$ cat src/rtl/prpg_core_param.sv
// Command-driven pattern generator: WIDTH-bit Galois LFSR, cyclic 3-neighbour CA and a local RAM.
// Define PRPG_HD_STATS_EN to enable per-LFSR-step Hamming-distance statistics (hd_last/hd_sum).
module prpg_core_param #(
    parameter int unsigned WIDTH = 8,
    parameter int unsigned DEPTH = 256,
    parameter int unsigned HD_W  = 16,
    localparam int unsigned ADDR_W = $clog2(DEPTH),
    localparam int unsigned HDL_W  = $clog2(WIDTH + 1)
) (
    input  logic              clk,
    input  logic              rst,
    input  logic              cmd_valid,
    output logic              cmd_ready,
    input  logic [4:0]        cmd_op,
    input  logic [WIDTH-1:0]  cmd_arg,
    output logic [WIDTH-1:0]  lfsr_q,
    output logic [WIDTH-1:0]  ca_q,
    output logic [ADDR_W-1:0] r_addr,
    output logic [WIDTH-1:0]  rd_data,
    output logic              rd_valid,
    output logic              busy,
    output logic              done,
    output logic              halted,
    output logic [HDL_W-1:0]  hd_last,
    output logic [HD_W-1:0]   hd_sum
);

    localparam logic [4:0] OpCfgTap   = 5'h01;
    localparam logic [4:0] OpInitL    = 5'h02;
    localparam logic [4:0] OpRunL     = 5'h03;
    localparam logic [4:0] OpCfgC     = 5'h04;
    localparam logic [4:0] OpInitC    = 5'h05;
    localparam logic [4:0] OpRunC     = 5'h06;
    localparam logic [4:0] OpInitAddr = 5'h07;
    localparam logic [4:0] OpAddAddr  = 5'h08;
    localparam logic [4:0] OpStL      = 5'h09;
    localparam logic [4:0] OpLdL      = 5'h0A;
    localparam logic [4:0] OpStC      = 5'h0B;
    localparam logic [4:0] OpLdC      = 5'h0C;
    localparam logic [4:0] OpRd       = 5'h0D;
    localparam logic [4:0] OpBatchL   = 5'h0E;
    localparam logic [4:0] OpClrHd    = 5'h0F;
    localparam logic [4:0] OpHalt     = 5'h1F;

    localparam logic [ADDR_W:0] DepthW = (ADDR_W + 1)'(DEPTH);

    typedef enum logic [1:0] {StIdle, StRun, StHalt} state_e;
    typedef enum logic [1:0] {RunL, RunC, RunB} run_e;

    state_e state_q, state_d;
    run_e   run_q, run_d;

    logic [WIDTH-1:0]  cnt_q, cnt_d;
    logic [WIDTH-1:1]  tap_q, tap_d;  // tap[0] has no effect on the step
    logic [7:0]        rule_q, rule_d;
    logic [WIDTH-1:0]  lfsr_d, ca_d, rd_data_d;
    logic [ADDR_W-1:0] addr_d, addr_inc, addr_add, addr_init, arg_addr;
    logic [ADDR_W:0]   addr_sum;
    logic              rd_valid_d, done_d;
    logic              mem_we, lfsr_stepped, clr_hd;
    logic [WIDTH-1:0]  mem_wdata, mem_rd;
    logic [WIDTH-1:0]  lfsr_step, ca_step;
    logic              fb;

    logic [WIDTH-1:0] mem [DEPTH];

    assign cmd_ready = (state_q == StIdle);
    assign busy      = (state_q == StRun);
    assign halted    = (state_q == StHalt);
    assign mem_rd    = mem[r_addr];

    always_comb begin
        fb        = lfsr_q[WIDTH-1];
        lfsr_step = {lfsr_q[WIDTH-2:0], fb} ^ ({tap_q, 1'b0} & {WIDTH{fb}});
        for (int unsigned i = 0; i < WIDTH; i++) begin
            ca_step[i] = rule_q[{ca_q[(i + 1) % WIDTH], ca_q[i], ca_q[(i + WIDTH - 1) % WIDTH]}];
        end
        arg_addr  = ADDR_W'(cmd_arg);
        addr_sum  = {1'b0, r_addr} + {1'b0, arg_addr};
        addr_add  = ADDR_W'(addr_sum % DepthW);
        addr_init = ADDR_W'({1'b0, arg_addr} % DepthW);
        addr_inc  = (r_addr == ADDR_W'(DEPTH - 1)) ? '0 : r_addr + 1'b1;
    end

    always_comb begin
        state_d      = state_q;
        run_d        = run_q;
        cnt_d        = cnt_q;
        tap_d        = tap_q;
        rule_d       = rule_q;
        lfsr_d       = lfsr_q;
        ca_d         = ca_q;
        addr_d       = r_addr;
        rd_data_d    = rd_data;
        rd_valid_d   = 1'b0;
        done_d       = 1'b0;
        mem_we       = 1'b0;
        mem_wdata    = lfsr_q;
        lfsr_stepped = 1'b0;
        clr_hd       = 1'b0;
        case (state_q)
            StIdle: begin
                if (cmd_valid) begin
                    case (cmd_op)
                        OpCfgTap:   tap_d = cmd_arg[WIDTH-1:1];
                        OpInitL:    lfsr_d = cmd_arg;
                        OpRunL: if (cmd_arg != '0) begin
                            state_d = StRun;
                            cnt_d   = cmd_arg;
                            run_d   = RunL;
                        end
                        OpCfgC:     rule_d = 8'(cmd_arg);
                        OpInitC:    ca_d = cmd_arg;
                        OpRunC: if (cmd_arg != '0) begin
                            state_d = StRun;
                            cnt_d   = cmd_arg;
                            run_d   = RunC;
                        end
                        OpInitAddr: addr_d = addr_init;
                        OpAddAddr:  addr_d = addr_add;
                        OpStL:      mem_we = 1'b1;
                        OpLdL:      lfsr_d = mem_rd;
                        OpStC: begin
                            mem_we    = 1'b1;
                            mem_wdata = ca_q;
                        end
                        OpLdC:      ca_d = mem_rd;
                        OpRd: begin
                            rd_data_d  = mem_rd;
                            rd_valid_d = 1'b1;
                        end
                        OpBatchL: if (cmd_arg != '0) begin
                            state_d = StRun;
                            cnt_d   = cmd_arg;
                            run_d   = RunB;
                        end
                        OpClrHd:    clr_hd = 1'b1;
                        OpHalt:     state_d = StHalt;
                        default: ;
                    endcase
                end
            end
            StRun: begin
                cnt_d = cnt_q - WIDTH'(1);
                if (cnt_q == WIDTH'(1)) begin
                    state_d = StIdle;
                    done_d  = 1'b1;
                end
                case (run_q)
                    RunC: ca_d = ca_step;
                    RunB: begin
                        lfsr_d       = lfsr_step;
                        lfsr_stepped = 1'b1;
                        mem_we       = 1'b1;
                        mem_wdata    = lfsr_step;
                        addr_d       = addr_inc;
                    end
                    default: begin
                        lfsr_d       = lfsr_step;
                        lfsr_stepped = 1'b1;
                    end
                endcase
            end
            StHalt: ;
            default: state_d = StIdle;
        endcase
    end

    always_ff @(posedge clk) begin
        if (rst) begin
            state_q  <= StIdle;
            run_q    <= RunL;
            cnt_q    <= '0;
            tap_q    <= '0;
            rule_q   <= '0;
            lfsr_q   <= '0;
            ca_q     <= '0;
            r_addr   <= '0;
            rd_data  <= '0;
            rd_valid <= 1'b0;
            done     <= 1'b0;
        end else begin
            state_q  <= state_d;
            run_q    <= run_d;
            cnt_q    <= cnt_d;
            tap_q    <= tap_d;
            rule_q   <= rule_d;
            lfsr_q   <= lfsr_d;
            ca_q     <= ca_d;
            r_addr   <= addr_d;
            rd_data  <= rd_data_d;
            rd_valid <= rd_valid_d;
            done     <= done_d;
        end
    end

    // RAM contents survive reset; only the write strobe is suppressed.
    always_ff @(posedge clk) begin
        if (mem_we && !rst) begin
            mem[r_addr] <= mem_wdata;
        end
    end

`ifdef PRPG_HD_STATS_EN
    function automatic logic [HDL_W-1:0] popcount(input logic [WIDTH-1:0] v);
        logic [HDL_W-1:0] n;
        n = '0;
        for (int unsigned i = 0; i < WIDTH; i++) begin
            n = n + HDL_W'(v[i]);
        end
        return n;
    endfunction

    logic [HDL_W-1:0] hd_step;
    logic [HD_W:0]    hd_acc;

    always_comb begin
        hd_step = popcount(lfsr_q ^ lfsr_step);
        hd_acc  = {1'b0, hd_sum} + (HD_W + 1)'(hd_step);
    end

    always_ff @(posedge clk) begin
        if (rst || clr_hd) begin
            hd_last <= '0;
            hd_sum  <= '0;
        end else if (lfsr_stepped) begin
            hd_last <= hd_step;
            hd_sum  <= hd_acc[HD_W] ? '1 : hd_acc[HD_W-1:0];
        end
    end
`else
    logic unused_hd;
    assign unused_hd = ^{clr_hd, lfsr_stepped};
    assign hd_last   = '0;
    assign hd_sum    = '0;
`endif

endmodule
$ cat config.mk
export PLATFORM = sky130hd
export DESIGN_NAME = prpg_core_param
export DESIGN_NICKNAME = d
export VERILOG_FILES = /design/src/rtl/prpg_core_param.sv
export SDC_FILE = /design/constraint.sdc
export NUM_CORES = 2
export LEC_CHECK = 0
export CAP_MARGIN = 20
export CORE_ASPECT_RATIO = 0.6
export CORE_UTILIZATION = 54
export DETAILED_ROUTE_END_ITERATION = 8
export GPL_ROUTABILITY_DRIVEN = 0
export PLACE_DENSITY = 0.7
export RECOVER_POWER = 50
export SETUP_SLACK_MARGIN = 0.15
export SLEW_MARGIN = 30
export SYNTH_ARGS = -nofsm -noshare
export SYNTH_HDL_FRONTEND = slang
export SYNTH_SLANG_ARGS = --single-unit
$ cat constraint.sdc
create_clock -name clk -period 32.1 [get_ports clk]
set_clock_uncertainty 0.1 [all_clocks]
set_input_delay 3.21 -clock clk [delete_from_list [all_inputs] [get_ports clk]]
set_output_delay 3.21 -clock clk [all_outputs]
set_load 0.01 [all_outputs]
# Word level (Yosys, flattened, before mapping)
# Memory sizes are Yosys's and may differ from the RTL's. A register that Yosys moved wholly into a read port is not among the register bits.
# Cells that the tools add are included.
# op_classes
n_mul,0
div_mod_pow,0
reduce_logical,19
n_bitwise,6
shift,0
n_addsub,3
magnitude_cmp,8
n_eq_ne,36
mux,55
# op_table
operator,n
case mux 8 bit (2 select lines),8
2-to-1 mux 8 bit,15
"equality test 5 x 4 -> 1 bit, second input constant",7
"less-than comparator 3 x 4 -> 1 bit, second input constant",8
binary-select mux 1 bit (select 3 bit),8
"equality test 5 x 3 -> 1 bit, second input constant",4
AND reduction 4 bit,4
2-to-1 mux 1 bit,15
"!= test 2 bit, second input constant",6
case mux 2 bit (3 select lines),2
"equality test 5 x 2 -> 1 bit, second input constant",2
2-to-1 mux 2 bit,5
"!= test 3 x 1 -> 1 bit, second input constant",3
AND reduction 3 bit,3
"adder 8 x 1 -> 8 bit, second input constant",1
adder 8 bit,1
AND 8 bit,1
"equality test 8 x 1 -> 1 bit, second input constant",1
"equality test 8 bit, second input constant",1
"!= test 2 x 1 -> 1 bit, second input constant",4
nonzero test 8 bit,1
"subtractor 8 x 1 -> 8 bit, second input constant",1
XOR 8 bit,1
"!= test 3 x 2 -> 1 bit, second input constant",2
other kinds (16),23
# word_totals
ram_bits,2048
mem_bits_ro,0
elab_cells,139
regBits,61
n_memories,1
latch_bits,0
# memory_table
name,depth,width,read_ports,rd_clocked_by_memory_dff,wr,line,text
mem,256,8,1,1,1,65,logic [WIDTH-1:0] mem [DEPTH];

# Logic depth before layout (Yosys ltp)
# logic_depth
word_depth,8
mapped_depth,14
depth_no_buf,11

# Worst setup path before layout
# OpenSTA, ideal clock, no wires.
# synth_path
path_kind,input-to-reg
from,in cmd_op[3]
to,"mem mem[0][0], data pin"
setup_ps,2187
cell_stages,6
slack_ps,15883
n_path_buf,1
t_arrival_ps,13930
t_required_ps,29813
cell_sequence,clkbuf_1 > and2_1 > nand4_1 > nor2_1 > a22oi_1 > o21ai_0
# synth_via
elab_chain_len,4
# synth_lines
item,line,text
start: declaration,14,"input logic [4:0] cmd_op,"
equality test 5 x 4 -> 1 bit,104,case (cmd_op)
2-to-1 mux 8 bit,104,
2-to-1 mux 8 bit,103,if (cmd_valid) begin
case mux 8 bit (2 select lines),101,case (state_q)
via mem_wdata[0],61,"logic [WIDTH-1:0] mem_wdata, mem_rd;"
end: declaration,65,
# The timed path passes the listed nets, and every way through them passes these cells.

# Worst setup path in the final report
# layout_path
from,in cmd_op[2]
to,"mem mem[27][5], data pin"
# The elaborated chain is that of the path after synthesis.

==> results.tsv <==
metric	value	unit
Initial Util	0.548	
vias per inst	6.74	
area delta synth->final	9.15	%
H-tree Lvls	4	
gr ovfl total	0	
RSZ-0062 raised after global routing	no	
Min Hold Slack	0.354	ns
Routed Antenna Nets	0	
violated checks	capacitance limit, slew limit	
IO buf count	52	
cells on worst reg2reg path	6	
setup slack, reg-to-reg	21.54	ns
global-route wire length before repair	311000	um
final hold vios	0	
Num CTS Buffers	175	
Via Count	43200	
DRT iter0 DRCs	6823	
XOR/XNOR Fraction of Synth Area	0.00104	
core outline area	154000	um2
CP Capture Type	flop	
# DRC	0	
simple-gate portion of the synthesized area	0.0340	
first drt pass iteration count	8	
type of the most critical hold path	reg -> reg	
commonest non-fill, non-tap cell in the layout	edfxtp_1	
setup violators final	0	
Post-Syn Area	84400	um2
largest net degree at the start of global routing	205	
Slew Limit Headroom	-3.13	
Ports	73	
Leakage	27.2	nW
#FFs+latches synth	2117	
Post-Route WL	219000	um
ys flop type	edfxtp_1	
Synth Area in Compound Gates	0.0288	
Crit Path Class	in -> reg	
setup bufs post-CTS	0	
hold_sp	rd_data[0]	
Post-synth ARST share	0	
Mean Syn Cell Area	20.3	um2
Layout Nets	4263	
Clk pin slew, worst setup/hold paths	0.07	ns
post-CTS sizing	0	
die area	158000	um2
initial antenna violation count	6	
clk root buf	clkbuf_16	
WHS Path Cells	2	
Critical path origin	cmd_op[2]	
Max Cap Viol	27	
gr usage total	0.280	
critical path data arrival time	13.95	ns
yosys warns	0	
Worst-Margin Slew	6.19	ns
post-route minimum period	13.56	ns
WL/cell	34.1	um
# rows	111	
peak supply drop	0.0000545	V
sequential fraction of the synthesis area	0.745	
die width	512	um
largest family of logic cells by synthesized area	multiplexers	
share of cells above drive strength 1	0.210	
Tcrit/Tclk final	0.422	
fin. max-slew vios	1901	
Setup crit end	mem[27][5]	
status	finished with violations	
Synth Area in Adders	0.00216	
setup total negative slack	0	ns
Post-synth EDFFs	2048	
commonest cells after routing, fill and taps aside	edfxtp_1 (2048), mux4_2 (548), nor2_1 (341), clkbuf_16 (178), nand2_1 (167)	
HPWL Detailed	131000	um
clk_lat worst skew	0.80	ns
Max Freq	0.0738	GHz
vias in the first global route	40600	
mux contribution to synthesized area	0.166	
Post-Syn Instances	4161	
CTS Hold Buffers Added	0	
CTS tree	built	
FILL cells	10700	
Netlist cell types	83	
Bufs on Longest Clock Path	3	
Num Clock Sinks	2117	
R2R Path Start	state_q[0]	
PwrDens	58.7	nW/um2
Startpoint Class	primary input	
RR Endpoint	mem[27][5]	
critical path data required time	32.49	ns
largest fanout on the critical path	111	
die height	308	um
## area by class of cell
cell class / instances / area (um2) / area share
Sequential cell: 2117 / 62900 / 0.683
Antenna cell: 2 / 5.00 / 0.0000543
Clock buffer: 211 / 4590 / 0.0498
Timing Repair Buffer: 152 / 1250 / 0.0135
Multi-Input combinational cell: 1770 / 19700 / 0.214
Tap cell: 2034 / 2540 / 0.0276
Inverter: 17 / 67.6 / 0.000733
Clock inverter: 103 / 1040 / 0.0113
## worst min path at each step
stage	endpoint	slack (ns)
2_1_floorplan	run_q[1]	0.36
3_3_place_gp	rd_data[4]	0.35
4_1_cts	rd_data[0]	0.35
6_report	rd_data[0]	0.35
5_1_grt	rd_data[5]	0.39
3_5_place_dp	rd_data[0]	0.34
## per-layer routing
metal  vias to the layer above  wire (um)  track usage
li1                      17300          -            -
met1                     22500      89600        0.440
met2                      3174      89300        0.366
met3                       280      35600        0.110
met4                         2       4200       0.0573
met5                         -         13            0
## critical path, stage by stage
cell and delay [ns]:
dlygate4sd3_1 0.61, nor2_1 0.29, and2_0 0.22, nand4_1 0.20
nor3_1 0.78, a221o_4 0.29, clkbuf_1 3.13, clkbuf_1 4.08
buf_4 0.99
## synth_stat cells (all sizes together), types with 12 or more instances
master	number	area, um2
edfxtp	2048	61500
mux4	548	12300
nor2	346	1300
nand2	167	627
buf	165	1470
mux2i	156	1560
clkbuf	111	422
a21oi	69	349
dfxtp	69	1380
a22oi	44	330
o22ai	38	238
nor3	35	175
nand3	32	160
o21ai	32	160
a211oi	29	223
o221ai	26	240
nor2b	22	138
a311oi	21	203
and2	19	119
a31oi	16	100
inv	14	52.6
ha	13	163
o211ai	12	90.1
## power by group
part           internal (mW)  switching (mW)
Sequential              3.03         0.00807
Clock                   1.17           0.982
Combinational         0.0689           0.146
Total                   4.27            1.14
## per-stage QoR
step	total power, mW	utilization	instances	cell area [um2]	setup slack (ns)
after CTS	5.41	0.600	6400	92300	24.87
after floorplan	3.24	-	4180	84500	15.88
final	5.41	0.599	6406	92100	18.54
after detailed placement	3.31	0.563	6086	86700	24.03
after global routing	5.53	0.599	6404	92100	17.90
after global placement	3.31	0.563	6085	86600	24.24
## state kept, by name (all words and copies together), names as in the netlist, named ones only
register,flops
run_q,2
rule_q,8
mem,2048
r_addr,8
tap_q,7
lfsr_q,8
cnt_q,8
rd_valid,1
done,1
rd_data,8
ca_q,8
state_q,2
## kinds of logic after synthesis
logic type	Yosys count
compound gates	342
other cells	1
xor+xnor	10
buf+inv	293
flops	2117
fa+ha+maj	14
mux	712
simple gates	672
No activity file was read; power rests on OpenSTA's default activity.
